--- config.mk ---
export PLATFORM = sky130hd
export DESIGN_NAME = piradip_axis_sample_framer_flat
export DESIGN_NICKNAME = d
export VERILOG_FILES = /design/src/rtl/piradip_axis_pkg.sv /design/src/rtl/axi4s.sv /design/src/rtl/piradip_axis_skid_buffer.sv /design/src/rtl/piradip_axis_sample_framer.sv /design/src/flat_wrapper.sv
export SDC_FILE = /design/constraint.sdc
export NUM_CORES = 1
export LEC_CHECK = 0
export CORE_MARGIN = 1
export CORE_UTILIZATION = 51
export CTS_CLUSTER_DIAMETER = 30
export DETAILED_ROUTE_END_ITERATION = 8
export PLACE_DENSITY = 0.87
export SLEW_MARGIN = 15
export SYNTH_ARGS = -nofsm -noshare
export SYNTH_HDL_FRONTEND = slang
export SYNTH_HIERARCHICAL = 1
export SYNTH_SLANG_ARGS = --single-unit
--- constraint.sdc ---
create_clock -name aclk -period 3.9 [get_ports aclk]
set_clock_uncertainty 0.2 [all_clocks]
set_input_delay 0.585 -clock aclk [delete_from_list [all_inputs] [get_ports aclk]]
set_output_delay 0.585 -clock aclk [all_outputs]
set_load 0.03 [all_outputs]
--- src/rtl/piradip_axis_pkg.sv ---
// ---------------------------------------------------------------------------
// piradip_axis_pkg
//   Shared declarations for the piradip AXI4-Stream blocks.
//   - framer_state_t : capture state of piradip_axis_sample_framer
//   - FRAMER_COUNT_W : width of the framer's statistics counters
//   - SKID_DEPTH     : number of storage entries behind a skid output register
// ---------------------------------------------------------------------------
package piradip_axis_pkg;

    typedef enum logic [1:0] {
        IDLE  = 2'd0,
        RUN   = 2'd1,
        DRAIN = 2'd2
    } framer_state_t;

    localparam int FRAMER_COUNT_W = 32;
    localparam int SKID_DEPTH     = 2;

endpackage

--- src/rtl/axi4s.sv ---
// ---------------------------------------------------------------------------
// axi4s
//   Minimal AXI4-Stream bundle (tvalid/tready/tdata/tstrb/tlast).
//   Handshake: a beat transfers on a rising clock edge where tvalid and
//   tready are both high; once tvalid is raised the manager holds tvalid,
//   tdata, tstrb and tlast stable until that transfer happens.
//   Modports: MANAGER drives the payload, SUBORDINATE drives tready.
// ---------------------------------------------------------------------------
interface axi4s #(
    parameter int DATA_WIDTH = 32
) ();
    logic                    tvalid;
    logic                    tready;
    logic [DATA_WIDTH-1:0]   tdata;
    logic [DATA_WIDTH/8-1:0] tstrb;
    logic                    tlast;

    function automatic int data_width();
        return DATA_WIDTH;
    endfunction

    modport MANAGER     (output tvalid, tdata, tstrb, tlast, input tready, import data_width);
    modport SUBORDINATE (input tvalid, tdata, tstrb, tlast, output tready, import data_width);
endinterface

--- src/rtl/piradip_axis_skid_buffer.sv ---
// ---------------------------------------------------------------------------
// piradip_axis_skid_buffer
//   Register slice with a registered output stage and a 2-entry skid FIFO
//   behind it. in_ready depends only on the FIFO fill level, so there is no
//   combinational path from out_ready to in_ready or out_valid. A single
//   stalled output cycle parks one beat in the FIFO while in_ready stays
//   high, so a one-cycle downstream stall never stalls the input.
//   Ports:
//     clk, rst              clock, asynchronous active-high reset
//     flush                 synchronous drop of every stored beat
//     in_valid/in_ready     input handshake, in_data + in_last payload
//     out_valid/out_ready   output handshake, out_data + out_last payload
//     empty                 no beat stored anywhere (output stage included)
// ---------------------------------------------------------------------------
module piradip_axis_skid_buffer
    import piradip_axis_pkg::*;
#(
    parameter int DATA_WIDTH = 32
) (
    input  logic                  clk,
    input  logic                  rst,
    input  logic                  flush,
    input  logic                  in_valid,
    output logic                  in_ready,
    input  logic [DATA_WIDTH-1:0] in_data,
    input  logic                  in_last,
    output logic                  out_valid,
    input  logic                  out_ready,
    output logic [DATA_WIDTH-1:0] out_data,
    output logic                  out_last,
    output logic                  empty
);

    // Entries are stored as {last, data}; e0 is the FIFO head.
    logic [DATA_WIDTH:0] e0;
    logic [DATA_WIDTH:0] e1;
    logic [1:0]          cnt;

    logic in_fire;
    logic out_load;
    logic pop;
    logic push;

    assign in_ready = (cnt != 2'(SKID_DEPTH));
    assign in_fire  = in_valid && in_ready;
    assign out_load = !out_valid || out_ready;
    // The output stage refills from the FIFO head first to keep order.
    assign pop      = out_load && (cnt != 2'd0);
    // A beat bypasses the FIFO only when the FIFO is empty and the output stage is free.
    assign push     = in_fire && !(out_load && (cnt == 2'd0));
    assign empty    = !out_valid && (cnt == 2'd0);

    always_ff @(posedge clk or posedge rst) begin
        if (rst) begin
            out_valid <= 1'b0;
            out_data  <= '0;
            out_last  <= 1'b0;
            e0        <= '0;
            e1        <= '0;
            cnt       <= 2'd0;
        end else if (flush) begin
            out_valid <= 1'b0;
            cnt       <= 2'd0;
        end else begin
            if (out_load) begin
                if (cnt != 2'd0) begin
                    out_valid <= 1'b1;
                    {out_last, out_data} <= e0;
                end else if (in_fire) begin
                    out_valid <= 1'b1;
                    {out_last, out_data} <= {in_last, in_data};
                end else begin
                    out_valid <= 1'b0;
                end
            end

            if (pop && push) begin
                if (cnt == 2'd1) begin
                    e0 <= {in_last, in_data};
                end else begin
                    e0 <= e1;
                    e1 <= {in_last, in_data};
                end
            end else if (pop) begin
                e0  <= e1;
                cnt <= cnt - 2'd1;
            end else if (push) begin
                if (cnt == 2'd0) begin
                    e0 <= {in_last, in_data};
                end else begin
                    e1 <= {in_last, in_data};
                end
                cnt <= cnt + 2'd1;
            end
        end
    end

endmodule

--- src/rtl/piradip_axis_sample_framer.sv ---
// ---------------------------------------------------------------------------
// piradip_axis_sample_framer
//   Cuts the interleaved IQ beat stream into fixed-length frames with tlast.
//   A start pulse (frame_len != 0) arms a capture of num_frames frames
//   (0 = continuous); stop ends the capture on a frame boundary. Beats that
//   arrive while idle are accepted and thrown away so upstream never stalls.
//   Optional feature macro: PIRADIP_SAMPLE_FRAMER_DROP_COUNT_EN adds the
//   drop_count port (saturating count of beats discarded while idle).
//   Ports:
//     aclk, areset          clock, asynchronous active-high reset
//     s_in                  interleaved IQ input stream
//     m_out                 framed output stream, tlast on last beat of frame
//     frame_len, num_frames capture controls, latched on an accepted start
//     start, stop           one-cycle arm / end-at-boundary pulses
//     busy                  capture in progress (RUN or DRAIN)
//     frames_done           frames completed since reset, wraps
//     drop_count            idle beats discarded (macro builds only)
//     state_dbg             current capture state
// ---------------------------------------------------------------------------
module piradip_axis_sample_framer
    import piradip_axis_pkg::*;
#(
    parameter int DATA_WIDTH = 32,
    parameter int LEN_W      = 16
) (
    input  logic                      aclk,
    input  logic                      areset,
    axi4s.SUBORDINATE                 s_in,
    axi4s.MANAGER                     m_out,
    input  logic [LEN_W-1:0]          frame_len,
    input  logic [LEN_W-1:0]          num_frames,
    input  logic                      start,
    input  logic                      stop,
    output logic                      busy,
    output logic [FRAMER_COUNT_W-1:0] frames_done,
`ifdef PIRADIP_SAMPLE_FRAMER_DROP_COUNT_EN
    output logic [FRAMER_COUNT_W-1:0] drop_count,
`endif
    output framer_state_t             state_dbg
);

    framer_state_t state;
    framer_state_t state_nx;

    logic [LEN_W-1:0] len_q;
    logic [LEN_W-1:0] num_q;
    // Input-side position: beats of the current frame already taken into the buffer.
    logic [LEN_W-1:0] in_cnt;
    logic [LEN_W-1:0] in_frames;
    // Output-side frames completed in this capture.
    logic [LEN_W-1:0] cap_frames;
    // Input side may still take beats for this capture.
    logic             in_open;

    logic buf_in_ready;
    logic buf_empty;
    logic acc_in;
    logic in_last;
    logic start_ok;
    logic out_fire;
    logic out_last_fire;
    logic count_done;
    logic stop_eff;
    logic close_in;
    logic flush;

    assign start_ok      = (state == IDLE) && start && (frame_len != '0);
    assign acc_in        = (state != IDLE) && in_open && buf_in_ready && s_in.tvalid;
    assign in_last       = (in_cnt == len_q - 1'b1);
    assign out_fire      = m_out.tvalid && m_out.tready;
    assign out_last_fire = out_fire && m_out.tlast;
    assign count_done    = out_last_fire && (num_q != '0) && (cap_frames + 1'b1 == num_q);

    // DRAIN is only ever entered through stop, so it keeps the stop request alive.
    assign stop_eff = (state == DRAIN) || ((state == RUN) && stop);

    // The input side closes once the final beat of its frame is taken (count
    // reached or stop pending), or immediately if stop lands on a boundary.
    assign close_in = in_open &&
                      ((acc_in && in_last &&
                        (((num_q != '0) && (in_frames + 1'b1 == num_q)) || stop_eff)) ||
                       (stop_eff && !acc_in && (in_cnt == '0)));

    // Idle always accepts (and discards); a capture accepts only while open.
    assign s_in.tready = (state == IDLE) || (in_open && buf_in_ready);

    always_comb begin
        state_nx = state;
        case (state)
            IDLE: begin
                if (start_ok) begin
                    state_nx = RUN;
                end
            end
            RUN: begin
                if (stop || count_done) begin
                    state_nx = out_last_fire ? IDLE : DRAIN;
                end
            end
            DRAIN: begin
                // Second term covers a stop with nothing in flight at a boundary.
                if (out_last_fire || (!in_open && buf_empty)) begin
                    state_nx = IDLE;
                end
            end
            default: state_nx = IDLE;
        endcase
    end

    // Beats of a following frame already buffered are dropped on the way to idle.
    assign flush = (state != IDLE) && (state_nx == IDLE);

    always_ff @(posedge aclk or posedge areset) begin
        if (areset) begin
            state       <= IDLE;
            len_q       <= '0;
            num_q       <= '0;
            in_cnt      <= '0;
            in_frames   <= '0;
            cap_frames  <= '0;
            in_open     <= 1'b0;
            frames_done <= '0;
        end else begin
            state <= state_nx;
            if (start_ok) begin
                len_q      <= frame_len;
                num_q      <= num_frames;
                in_cnt     <= '0;
                in_frames  <= '0;
                cap_frames <= '0;
                in_open    <= 1'b1;
            end else begin
                if (acc_in) begin
                    if (in_last) begin
                        in_cnt    <= '0;
                        in_frames <= in_frames + 1'b1;
                    end else begin
                        in_cnt <= in_cnt + 1'b1;
                    end
                end
                if (out_last_fire) begin
                    cap_frames <= cap_frames + 1'b1;
                end
                if (close_in || (state_nx == IDLE)) begin
                    in_open <= 1'b0;
                end
            end
            if (out_last_fire) begin
                frames_done <= frames_done + 1'b1;
            end
        end
    end

    piradip_axis_skid_buffer #(
        .DATA_WIDTH (DATA_WIDTH)
    ) u_skid (
        .clk       (aclk),
        .rst       (areset),
        .flush     (flush),
        .in_valid  (acc_in),
        .in_ready  (buf_in_ready),
        .in_data   (s_in.tdata),
        .in_last   (in_last),
        .out_valid (m_out.tvalid),
        .out_ready (m_out.tready),
        .out_data  (m_out.tdata),
        .out_last  (m_out.tlast),
        .empty     (buf_empty)
    );

    // All strobes set on every presented beat, zero while nothing is presented.
    assign m_out.tstrb = {(DATA_WIDTH/8){m_out.tvalid}};
    assign busy        = (state != IDLE);
    assign state_dbg   = state;

`ifdef PIRADIP_SAMPLE_FRAMER_DROP_COUNT_EN
    always_ff @(posedge aclk or posedge areset) begin
        if (areset) begin
            drop_count <= '0;
        end else if ((state == IDLE) && s_in.tvalid && (drop_count != '1)) begin
            drop_count <= drop_count + 1'b1;
        end
    end
`endif

endmodule

--- src/flat_wrapper.sv ---
// flat-port wrapper written by rule: the top's interface ports become plain ports
module piradip_axis_sample_framer_flat import piradip_axis_pkg::*;
#(
    parameter int DATA_WIDTH = 32,
    parameter int LEN_W      = 16
)
  (aclk, areset, frame_len, num_frames, start, stop, busy, frames_done, state_dbg, s_in_tvalid, s_in_tdata, s_in_tstrb, s_in_tlast, s_in_tready, m_out_tvalid, m_out_tdata, m_out_tstrb, m_out_tlast, m_out_tready);
  axi4s #(.DATA_WIDTH(DATA_WIDTH)) s_in_i ();
  axi4s #(.DATA_WIDTH(DATA_WIDTH)) m_out_i ();
  input  logic aclk;
  input  logic areset;
  input  logic [LEN_W-1:0] frame_len;
  input  logic [LEN_W-1:0] num_frames;
  input  logic start;
  input  logic stop;
  output logic busy;
  output logic [FRAMER_COUNT_W-1:0] frames_done;
  output framer_state_t state_dbg;
  input wire logic [$bits(s_in_i.tvalid)-1:0] s_in_tvalid;
  input wire logic [$bits(s_in_i.tdata)-1:0] s_in_tdata;
  input wire logic [$bits(s_in_i.tstrb)-1:0] s_in_tstrb;
  input wire logic [$bits(s_in_i.tlast)-1:0] s_in_tlast;
  output wire logic [$bits(s_in_i.tready)-1:0] s_in_tready;
  output wire logic [$bits(m_out_i.tvalid)-1:0] m_out_tvalid;
  output wire logic [$bits(m_out_i.tdata)-1:0] m_out_tdata;
  output wire logic [$bits(m_out_i.tstrb)-1:0] m_out_tstrb;
  output wire logic [$bits(m_out_i.tlast)-1:0] m_out_tlast;
  input wire logic [$bits(m_out_i.tready)-1:0] m_out_tready;
  assign s_in_i.tvalid = s_in_tvalid;
  assign s_in_i.tdata = s_in_tdata;
  assign s_in_i.tstrb = s_in_tstrb;
  assign s_in_i.tlast = s_in_tlast;
  assign s_in_tready = s_in_i.tready;
  assign m_out_tvalid = m_out_i.tvalid;
  assign m_out_tdata = m_out_i.tdata;
  assign m_out_tstrb = m_out_i.tstrb;
  assign m_out_tlast = m_out_i.tlast;
  assign m_out_i.tready = m_out_tready;
  piradip_axis_sample_framer #(.DATA_WIDTH(DATA_WIDTH), .LEN_W(LEN_W)) u_core (.aclk(aclk), .areset(areset), .s_in(s_in_i), .m_out(m_out_i), .frame_len(frame_len), .num_frames(num_frames), .start(start), .stop(stop), .busy(busy), .frames_done(frames_done), .state_dbg(state_dbg));
endmodule
# --- Word level (Yosys, flattened, before mapping) ---
# Cells that the tools add are included.
totals:
  ff_bits: 217
  input_bits: 75
  word_cells: 130
  out_inout_bits: 74
classes:
  reduce_logical: 60
  bitwise: 1
  add_sub_neg: 7
  eq_ne: 11
  mux: 37
op_table:
  columns: ["operator", "count"]
  rows:
  - ["33-bit two-way mux", 10]
  - ["16-bit two-way mux", 8]
  - ["32-bit two-way mux", 2]
  - ["16-bit by 1-bit adder with 16-bit output, second input constant", 3]
  - ["16-bit == test", 3]
  - ["32-bit by 1-bit adder with 32-bit output, second input constant", 1]
  - ["16-bit nonzero test", 2]
  - ["1-bit logical AND", 25]
  - ["2-bit nonzero test", 9]
  - ["16-bit logical NOT", 1]
  - ["2-bit two-way mux", 8]
  - ["16-bit by 1-bit subtractor with 16-bit output, second input constant", 1]
  - ["3-bit nonzero test", 3]
  - ["1-bit logical OR", 8]
  - ["1-bit two-way mux", 8]
  - ["2-bit logical NOT", 3]
  - ["2-bit by 1-bit inequality test with 1-bit output, second input constant", 3]
  - ["2-bit one-hot mux with 3 select lines", 1]
  - ["3-bit AND reduction", 2]
  - ["5-bit AND reduction", 1]
  - ["2-bit by 1-bit == test with 1-bit output, second input constant", 2]
  - ["1-bit logical NOT", 4]
  - ["2-bit inequality test, second input constant", 2]
  - ["2-bit AND reduction", 2]
  - ["4 further kinds", 4]

# --- Depth between registers and ports, before layout ---
logic_depth:
  ltp_word: 12
  depth_mapped: 16
  depth_no_buf: 11

# --- By module ---
# The synthesis kept the hierarchy.
by_module_without_submodules:
  columns: ["mod", "area_each_um2", "cells_per_inst", "seq_area_each_um2", "instances"]
  rows:
  - ["piradip_axis_sample_framer", 6905.4, 790, 2877.8, 1]
  - ["piradip_axis_skid_buffer", 4680.7, 351, 2552.4, 1]

# --- Worst setup path before layout ---
# No wires, ideal clock.
synth_path:
  path_kind: "register -> register"
  start: "reg u_core.cap_frames[0]"
  end: "reg u_core.u_skid.e0[0]"
  n_path_buf: 3
  t_arrival_ps: 3216
  period_less_slack_ps: 3541
  setup_time_ps: 125
  stages_incl_launch_ff: 14
  required_ps: 3575
  path_slack_ps: 359
  cell_sequence: "dfrtp_1 -> ha_1 -> nand3_1 -> clkbuf_1 -> o21ai_0 -> o211ai_1 -> o21ai_0 -> or4_1 -> a2111o_1 -> a21oi_1 -> clkbuf_1 -> a21oi_2 -> buf_4 -> mux2_2"
synth_via:
  elab_chain_len: 10
synth_lines:
  columns: ["element", "line", "source"]
  rows:
  - ["start: declaration", "piradip_axis_sample_framer.sv:51", "logic [LEN_W-1:0] cap_frames;"]
  - ["start signal: assignment", "piradip_axis_sample_framer.sv:142", "cap_frames <= cap_frames + 1'b1;"]
  - ["16-bit by 1-bit adder with 16-bit output", "piradip_axis_sample_framer.sv:72", "assign count_done = out_last_fire && (num_q != '0) && (cap_frames + 1'b1 == num_q);"]
  - ["16-bit == test", "piradip_axis_sample_framer.sv:72", null]
  - ["1-bit logical AND", "piradip_axis_sample_framer.sv:72", null]
  - ["1-bit logical OR", "piradip_axis_sample_framer.sv:96", "if (stop || count_done) begin"]
  - ["2-bit two-way mux", "piradip_axis_sample_framer.sv:96", null]
  - ["2-bit one-hot mux with 3 select lines", "piradip_axis_sample_framer.sv:89", "case (state)"]
  - ["2-bit logical NOT", "piradip_axis_sample_framer.sv:111", "assign flush = (state != IDLE) && (state_nx == IDLE);"]
  - ["1-bit logical AND", "piradip_axis_sample_framer.sv:111", null]
  - ["net u_core.flush", "piradip_axis_sample_framer.sv:65", "logic flush;"]
  - ["1-bit NOT (no line)", null, null]
  - ["3-bit AND reduction (no line)", null, null]
  - ["end signal: assignment", "piradip_axis_skid_buffer.sv:79", "e0 <= {in_last, in_data};"]
  - ["end signal: assignment", "piradip_axis_skid_buffer.sv:89", "e0 <= {in_last, in_data};"]
  - ["end: declaration", "piradip_axis_skid_buffer.sv:35", "logic [DATA_WIDTH:0] e0;"]
# The timed path passes the listed nets, and every way through them passes these cells.
# A chain may end at the register's enable or synchronous reset.

# --- Final worst setup path ---
layout_path:
  start: "reg u_core.cap_frames[1]"
  end: "reg u_core.u_skid.e1[0]"
layout_via:
  elab_chain_len: 10
layout_lines:
  columns: ["element", "line", "source"]
  rows:
  - ["16-bit by 1-bit adder with 16-bit output", "piradip_axis_sample_framer.sv:72", null]
  - ["16-bit == test", "piradip_axis_sample_framer.sv:72", null]
  - ["1-bit logical AND", "piradip_axis_sample_framer.sv:72", null]
  - ["1-bit logical OR", "piradip_axis_sample_framer.sv:96", null]
  - ["2-bit two-way mux", "piradip_axis_sample_framer.sv:96", null]
  - ["2-bit one-hot mux with 3 select lines", "piradip_axis_sample_framer.sv:89", null]
  - ["2-bit logical NOT", "piradip_axis_sample_framer.sv:111", null]
  - ["1-bit logical AND", "piradip_axis_sample_framer.sv:111", null]
  - ["net u_core.flush", "piradip_axis_sample_framer.sv:65", null]
  - ["1-bit NOT (no line)", null, null]
  - ["5-bit AND reduction (no line)", null, null]
  - ["end signal: assignment", "piradip_axis_skid_buffer.sv:82", "e1 <= {in_last, in_data};"]
  - ["end signal: assignment", "piradip_axis_skid_buffer.sv:91", "e1 <= {in_last, in_data};"]
  - ["end: declaration", "piradip_axis_skid_buffer.sv:36", "logic [DATA_WIDTH:0] e1;"]
# The timed path passes the listed nets, and every way through them passes these cells.

==> out/metrics.yaml <==
violations: "DRC"
crit_buf_inv: 2
max-clock-path-buffers: 3
crit_required_ns: 4.10
rsz0062_at_grt: "false"
period_minus_slack_ns: 3.72
status: "finished with violations"
finalSetupViolCount: 0
hpwl_um: 18600
synth-xor-area-share: 0.0847
fin_crit_sh: 0.953
gp_congestion: 0.863
detail_route.wl_per_cell_um: 17.6
numCtsBuffers: 46
vdd_ir_drop_max_uv: 538
intPower_mw: 7.89
combPwrFrac: 0.379
clock_sinks: 217
cellPowerDensity_nw_per_um2: 820
viasPerCell: 5.78
drt_iter0_drc: 727
dieArea_um2: 23300
synthCells: 1141
synth_edf_count: 0
synth.yosys.seq_area_share: 0.469
grt_antenna_before_repair: 0
tritoncts: "yes"
clock.fmax_mhz: 269
final_max_slew_viol_count: 0
core-area_um2: 22000
r2r_cells: 12
synthFlopType: "dfrtp_1"
grt_overflow: 0
drive_gt1_frac: 0.177
row_count: 54
synth_area_leaders: "dfrtp_1, mux2_2, xnor2_1"
track_usage: 0.248
path_max_fanout: 27
synth_top_family_by_area: "simple AND/OR/NAND/NOR gates"
nets: 1380
clk_pin_slew_ns: 0.05
holdWs_ns: 0.264
synth_warnings: 6
pwr-share-seq: 0.295
die_y_um: 153
clk_latency_ns: 0.53
dp.cells: 1528
synth.distinct_cells: 77
drv_cap: 0
sw_frac_of_total: 0.358
clkPwrFrac: 0.327
yosys.area_share.simple: 0.180
tightest_slew_ns: 0.711
hold_path_class: "reg2reg"
clockRootBuffer: "clkbuf_16"
crit_type: "reg2reg"
totalPowerFinal_mw: 12.3
crit_slowest_cell: "or4_1"
tns_ns: 0
fill_cells: 1599
grt_pass1_wl_um: 47700
avgSynthCellArea_um2: 10.2
dpl-instance-area_um2: 13300
io-pin-count: 149
crit_cells: 12
synth_top_area_cell: "dfrtp_1"
portBuffers: 143
grt_max_degree: 74
holdBufCountCts: 0
syn_area_um2: 11600
n_antenna_cell: 0
rrSetupSlack_ns: 0.18
initial_core_util: 0.526
final_cells: 1612
slew_headroom: 0.526
drc: 5
synth.area.mux_share: 0.129
leakage_nw: 6.56
synth_compound_area_frac: 0.0920
hold_depth: 1
crit_family: "compound AO/OA/AOI/OAI gates"
die_w_um: 153
drt-pass1-iter-count: 9
cp.arrival_ns: 3.92
cp_slowest_stage_delay_ns: 0.53
final_cell_area_um2: 15000
area.growth.synth_to_final_pct: 29.4
drtAntennaViolNets: 0
hold_viol_final: 0
drt-total-wl_um: 28400
path_cells: "ha_2 -> nand3_2 -> a311o_1 -> o211ai_1 -> o21ai_0 -> or4_1 -> a2111o_1 -> a21oi_1 -> buf_4 -> a2111oi_4 -> buf_12 -> mux2_2"
via_count: 9314
htreeDepth: 2
synthAdderAreaFrac: 0.00972
syn_nets: 1225
crit_path_start_kind: "flop"
grt_pass1_vias: 9609
async_flop_share: 1.00
p_switching_mw: 4.40
synth_seq_cells: 217
end_kind: "flop"
netlist.area_leader.share: 0.469
[sequential cells by signal, summed over array words and instances, names as in the netlist, 2 cells and up]
signal	cells
u_core/len_q	16
u_core/u_skid/e1	33
u_core/in_cnt	16
u_core/state_dbg	2
u_core/in_frames	16
u_core/cap_frames	16
u_core/frames_done	32
u_core/u_skid/e0	33
u_core/u_skid/out_data	32
u_core/u_skid/cnt	2
u_core/num_q	16
[timing repair]
item,4_1_cts,5_1_grt
endpoints found under the setup margin,0,42
buffers inserted,0,0
gates resized for setup,0,4
[cell usage in the layout, fill, tap and decap left out, types with 7 or more instances in the layout]
master	instances
and3_1	21
o21ai_0	31
nand3_1	38
mux2i_1	37
xnor2_1	72
o21a_1	10
a21oi_1	61
buf_4	22
xor2_1	40
nor4_1	17
ha_1	7
nor3_1	18
clkinvlp_4	7
nor2_1	85
nand4_1	25
or3_1	9
clkdlybuf4s50_1	143
nand2b_1	13
mux2_2	95
clkbuf_8	10
inv_1	18
clkbuf_16	47
nand2_1	141
dfrtp_1	217
a21o_1	13
[cell type report]
| class | instances | area, um^2 | area share |
|---|---|---|---|
| clock buffer | 62 | 1330 | 0.0889 |
| clock inverter | 22 | 300 | 0.0200 |
| inverter | 21 | 83.8 | 0.00559 |
| multi-input combinational | 839 | 5780 | 0.385 |
| sequential | 217 | 5430 | 0.362 |
| tap | 280 | 350 | 0.0234 |
| timing repair buffer | 171 | 1720 | 0.115 |
[cells by family after synthesis]
group | after synthesis
xor+xnor | 112
fa+ha+maj | 9
simple gates | 417
mux | 137
flops | 217
buf+inv | 85
compound gates | 164
[through the flow]
stage / utilization / setup WS, ns
after floorplan: - / 0.0709
after CTS: 0.680 / 0.134
after detailed placement: 0.606 / 0.0108
final: 0.681 / 0.183
after global placement: 0.606 / 0.0369
after global routing: 0.681 / 0.0345
[routing by layer]
layer / global-route usage / share of wire
met5: 0 / 0
met4: 0.0803 / 0.018
met3: 0.0711 / 0.085
met2: 0.413 / 0.48
met1: 0.309 / 0.42
[Yosys cell counts, drive strengths merged (5+ instances only)]
cell type,n
dfrtp,217
nand2,141
mux2,100
nor2,85
xnor2,72
a21oi,63
nand3,40
xor2,40
mux2i,37
clkbuf,34
o21ai,32
buf,30
nand4,25
and3,22
inv,21
nor3,21
nor4,20
nand2b,14
a21o,13
o21a,10
ha,9
or3,9
a31oi,6
and4,6
nor3b,6
o311ai,6
or2,6
a211oi,5
nor2b,5
or4,5
[final timing paths]
| check | start | endpoint |
|---|---|---|
| min | u_core/frames_done[31] | u_core/frames_done[31] |
| max reg2reg | u_core/cap_frames[1] | u_core/u_skid/e1[0] |
| max | u_core/cap_frames[1] | u_core/u_skid/e1[0] |
| min reg2reg | u_core/frames_done[31] | u_core/frames_done[31] |
| max in group asynchronous | areset | u_core/num_q[12] |
| min in group asynchronous | areset | u_core/frames_done[4] |
[power by group through the flow]
stage                     sequential (mW)  combinational [mW]  clock (mW)
after floorplan                      3.81                2.99           0
after global placement               3.57                4.46           0
after detailed placement             3.61                4.60           0
after CTS                            3.61                4.65        4.07
after global routing                 3.70                5.06        4.19
final                                3.62                4.65        4.01
Power figures use the tool's default switching activity.
==> variant 1 (config.mk and constraints unchanged) <==
Put one more register stage on the output `state_dbg`. The value now appears one clock later. The other outputs are not delayed to match.
--- a/src/rtl/piradip_axis_sample_framer.sv
+++ b/src/rtl/piradip_axis_sample_framer.sv
@@ -173,3 +173,5 @@
     assign busy        = (state != IDLE);
-    assign state_dbg   = state;
+    always_ff @(posedge aclk) begin
+        state_dbg <= state;
+    end
 
Check against the original RTL: not equivalent (a bounded check fails within 4 cycles, from zero or initial values and one cycle with areset high).
==> variant 1 against the unedited design <==
Setup slack better by 0.084 ns; wire length is 5.4% higher; power is 6.3% higher; highest routed layer unchanged; final area is 4.2% higher; sequential cell count is 2 higher; area after synthesis is 2.3% higher; via count is 1.6% higher; first-iteration DRC count is 22% lower; sequential power hardly changed.
==> variant 1: results (changes against the unedited design) <==
Hold path
  – Hold WC Path Type: in -> async

Power and ir drop
  – Cell Int Power: 8.47 mW (+7.3%)
  – Peak supply drop: 0.785 mV (+46%)
  – Leakage: 6.79 nW (+3.4%)

Setup path
  – R2R depth: 13 (+1)
  – CP peak stage delay: 0.48 ns (-0.05 ns)
  – Slowest CP cell: a21oi_4
  – CP arrival: 3.85 ns (-0.07 ns)
  – Crit path max fanout: 20 (-26%)
  – Crit path max-delay family: compound AO/OA/AOI/OAI gates

Global routing
  – Global-route wire length before repair: 48.9 mm (+2.5%)
  – Global Route Usage Sum: 0.255 (+0.00722)
  – Vias in the first global route: 9,837 (+2.4%)
  – Largest net degree at the start of global routing: 77 (+4.1%)
  – Number of antenna violations at the first check in global routing: 0 (unchanged)

Cells and area
  – Layout fillers: 1,626 (+1.7%)
  – Top flop regs: u_core/u_skid/e0 x33, u_core/u_skid/e1 x33
  – N_diodes: 0 (unchanged)
  – Share of layout cells above drive strength 1: 0.198 (+0.0208)
  – Fin nets: 1,435 (+4.0%)

Synth
  – XOR/XNOR Fraction of Synth Area: 0.0790 (-0.00563)
  – Synth Area in Compound Gates: 0.0877 (-0.00432)
  – Dominant synthesized flop cell: dfrtp_1
  – Synth area leaders: dfrtp_1 (46%), mux2_2 (9.7%), xnor2_1 (5.5%), nand2_1 (4.8%), mux2i_1 (3.8%)
  – Adder-Cell Fraction of Synth Area: 0.00950 (-0.000223)
  – Top cells by count, synth: dfrtp_1 (217), nand2_1 (152), mux2_2 (102), nor2_1 (85), xnor2_1 (75)
  – Synth Net Count: 1,244 (+1.6%)
  – Asr flop ratio synth: 0.991 (-0.00913)
  – YS warnings: 6 (unchanged)
  – Seq/Total Area, Yosys: 0.461 (-0.00736)
  – Distinct cells, synth: 84 (+9.1%)
  – Mux cell area share after synthesis: 0.140 (+0.0104)

Route
  – DR vias: 9,463 (+1.6%)
  – WL per Instance: 17.9 um (+1.5%)
  – 1st-pass router iterations: 5 (-4)
  – Number of DRC markers in iteration 0: 566 (-22%)

Clock network
  – Root Buffer: clkbuf_16
  – Num CTS Buffers: 49 (+6.5%)
  – Worst-Skew Late Latency: 0.54 ns
  – H-tree depth: 2 (unchanged)
  – Clk pin slew, worst setup/hold paths: 0.04 ns
  – Max Buffers Root-to-Sink: 3 (unchanged)

Timing
  – Rel. slew slack: 0.379 (-0.147)

Place
  – Placer Congestion: 0.919 (+6.5%)
  – Hpwl dp: 19.7 mm (+5.7%)
  – Buffers on Ports: 143 (unchanged)

Status
  – Run status: finished, final reports clean
[variant 1: cell type report]
class                      count  area [um^2]  share of cell area
timing repair buffer         211         2050               0.131
tap                          285          357              0.0228
clock inverter                24          378              0.0242
multi-input combinational    843         5870               0.376
inverter                      27          106             0.00681
clock buffer                  65         1390              0.0889
sequential                   219         5470               0.350
[variant 1: logic make-up (layout without fill, tap and decap cells)]
| family | count (synthesis) | in the layout |
|---|---|---|
| and+or+nand+nor | 431 | 431 |
| DFF | 219 | 219 |
| muxes | 152 | 152 |
| AOI/OAI and AO/OA | 144 | 144 |
| xor gates and xnor gates | 107 | 107 |
| buffers and inverters | 98 | 327 |
| adders and majority gates | 9 | 9 |
[variant 1: what timing repair did]
item / in CTS / in global routing
buffers inserted: 0 / 1
endpoints found under the hold margin: 0 / 0
resized for setup: 0 / 0
pin swaps: 1 / 1
endpoints found under the setup margin: 22 / 4
[variant 1: path summary, 6_finish.rpt]
kind,startpoint,endpoint,slack (ns)
max,u_core/cap_frames[0],u_core/u_skid/e0[13],0.27
min,areset,u_core/u_skid/out_data[28],0.27
max reg2reg,u_core/cap_frames[0],u_core/u_skid/e0[13],0.27
min reg2reg,u_core/state[0],u_core/state_dbg[0],0.27
max in group asynchronous,areset,u_core/len_q[4],2.36
min in group aclk,u_core/state[0],u_core/state_dbg[0],0.27
[variant 1: per-layer routing]
| metal | wire, um | global-route usage | vias up | share of wire |
|---|---|---|---|---|
| li1 | - | - | 4493 | - |
| met1 | 12000 | 0.300 | 4662 | 0.40 |
| met2 | 15000 | 0.445 | 262 | 0.50 |
| met3 | 2360 | 0.0757 | 46 | 0.079 |
| met4 | 563 | 0.0835 | 0 | 0.019 |
| met5 | 0 | 0 | - | 0 |
[variant 1: power groups by stage]
stage               Combinational [mW]  Clock [mW]  Sequential (mW)
global route                      5.47        4.54             3.73
floorplan                         3.10           0             3.94
finish                            5.06        4.37             3.63
CTS                               5.07        4.43             3.62
global placement                  4.84           0             3.58
detailed placement                5.01           0             3.62
[variant 1: worst register-to-register path, cell delays in order (launching register included)]
cell and delay [ns]:
dfrtp_1 0.43, ha_1 0.28, buf_4 0.16, nor3b_1 0.13, o21a_1 0.19, o31ai_1 0.33, nor4_1 0.11, nand4_1 0.17
a21oi_1 0.09, buf_4 0.16, buf_4 0.16, a21oi_4 0.48, buf_12 0.26, mux2_2 0.37
[variant 1: stage by stage]
step | setup slack, ns | instance area (um^2) | hold WS [ns] | instances
floorplan | 0.0709 | 11900 | 0.181 | 1160
global placement | 0.00538 | 13800 | 0.262 | 1583
detailed placement | -0.0351 | 13800 | 0.250 | 1583
CTS | 0.0185 | 15600 | 0.269 | 1672
global route | 0.0429 | 15600 | 0.296 | 1674
finish | 0.267 | 15600 | 0.268 | 1674
==> variant 2 (config.mk and constraints unchanged) <==
Made on the original files. `LEN_W` is set to 16 in 2 places; all go to 8.
--- a/src/rtl/piradip_axis_sample_framer.sv
+++ b/src/rtl/piradip_axis_sample_framer.sv
@@ -23,3 +23,3 @@
     parameter int DATA_WIDTH = 32,
-    parameter int LEN_W      = 16
+    parameter int LEN_W      = 8
 ) (
--- a/src/flat_wrapper.sv
+++ b/src/flat_wrapper.sv
@@ -4,3 +4,3 @@
     parameter int DATA_WIDTH = 32,
-    parameter int LEN_W      = 16
+    parameter int LEN_W      = 8
 )
Ports: changed (resized frame_len and num_frames); port bits go from 149 to 133. The function was not compared with the original's and may differ.
==> variant 2 against the unedited design <==
Sequential cell count down 40; final area down 27%; area after synthesis down 24%; setup slack better by 0.082 ns; power down 29%; clock power down 58%; wire length down 32%; core utilization down 2.9 points; first-iteration DRC count down 57%; largest power group unchanged.
==> variant 2: results (changes against the unedited design) <==
Cells and area
  – Layout fillers: 1,286 (-20%)
  – Final cell count without fillers: 1,153 (-28%)
  – Share of layout cells above drive strength 1: 0.171 (-0.00569)

Place
  – Hpwl dp: 12.6 mm (-33%)
  – Buffers on Ports: 127 (-11%)
  – Pre-CTS setup slack: 0.102 ns (+0.0909 ns)
  – Placer Congestion: 0.857 (-0.74%)
  – Area after DPL: 0.0103 mm^2 (-23%)
  – Dpl cells: 1,120 (-27%)

Global routing
  – Met2 Usage GRT: 0.381 (-0.0313)
  – Largest net degree at the start of global routing: 64 (-14%)
  – Global-route wire length before repair: 31.9 mm (-33%)
  – Met1 usage: 0.290 (-0.0192)
  – M3 GR Usage: 0.0613 (-0.00984)
  – Vias in the first global route: 6,355 (-34%)
  – Global Route Usage Sum: 0.226 (-0.0215)

Setup path
  – Crit path max fanout: 23 (-15%)
  – CP arrival: 3.74 ns (-0.18 ns)

Synth
  – Mean post-synth cell area: 11.0 um^2 (+8.6%)
  – Synth area leaders: dfrtp_1 (50%), mux2_2 (12%), xnor2_1 (4.9%), mux2i_1 (4.0%), nand2_1 (3.7%)
  – Distinct cells, synth: 62 (-19%)
  – Top cells by count, synth: dfrtp_1 (177), mux2_2 (94), nand2_1 (86), nor2_1 (64), xnor2_1 (49)
  – Dominant synthesized flop cell: dfrtp_1

Timing
  – Actual slew at the worst max-slew pin: 0.929 ns (+0.218 ns)

Clock network
  – Num CTS Buffers: 17 (-63%)
  – Max Buffers Root-to-Sink: 2 (-1)
  – H-tree depth: 4 (+2)
  – Clk pin slew, worst setup/hold paths: 0.07 ns (+0.02 ns)

Route
  – 1st-pass router iterations: 5 (-4)
  – Final wirelength: 19.4 mm (-32%)

Power and ir drop
  – Leakage: 4.81 nW (-27%)
  – Peak supply drop: 0.612 mV (+14%)
  – PwrDens: 798 mW/mm^2 (-2.7%)

Status
  – Run status: finished, final reports clean
variant 2: changes by cell type in the layout (fill, tap and decap cells not counted), sizes merged, moves of 18 or more:
cell    delta
clkbuf    -45
xnor2     -23
nand2     -55
nand3     -23
a21oi     -18
nor2      -21
dfrtp     -40
variant 2: critical path, cell delays in order (launching register included):
cell,delay (ns)
dfrtp_1,0.43
ha_1,0.28
nand3_1,0.19
nor3b_1,0.08
o311a_1,0.32
o21ai_0,0.34
a21oi_1,0.12
buf_4,0.21
a21oi_4,0.72
buf_6,0.27
mux2_2,0.35
variant 2: layer usage:
layer / vias to the layer above / wire length [um]
met2: 195 / 9660
met4: 0 / 260
met1: 3136 / 8220
met5: - / 0
li1: 3018 / -
met3: 25 / 1250
variant 2: final timing paths:
check / from / end / slack (ns) / cells past startpoint
max: u_core/cap_frames[0] / u_core/u_skid/e0[13] / 0.26 / 10
min: u_core/frames_done[31] / u_core/frames_done[31] / 0.28 / 1
max reg2reg: u_core/cap_frames[0] / u_core/u_skid/e0[13] / 0.26 / 10
min reg2reg: u_core/frames_done[31] / u_core/frames_done[31] / 0.28 / 1
max in group asynchronous: areset / u_core/u_skid/e1[0] / 2.26 / 3
min in group asynchronous: areset / u_core/frames_done[29] / 0.44 / 2
variant 2: cells by family (layout without fill, tap and decap cells):
kind of cell	after synthesis	after routing	share of synthesized area
AND/OR/NAND/NOR	254	254	0.141
XOR/XNOR	75	75	0.0748
AO/OA/AOI/OAI	89	90	0.0651
adder cells (fa/ha/maj)	9	9	0.0128
buffers and inverters	58	194	0.0346
flip-flops	177	177	0.504
multiplexers	134	134	0.167
variant 2: where the power goes:
group,switching (mW),internal (mW),total (mW)
Combinational,2.11,1.88,3.99
Sequential,0.516,2.51,3.02
Clock,0.815,0.860,1.67
variant 2: cell type report:
type	count	area share
Sequential cell	177	0.407
Inverter	18	0.00644
Tap cell	220	0.0253
Clock inverter	15	0.0154
Timing Repair Buffer	144	0.132
Multi-Input combinational cell	562	0.375
Clock buffer	17	0.0391
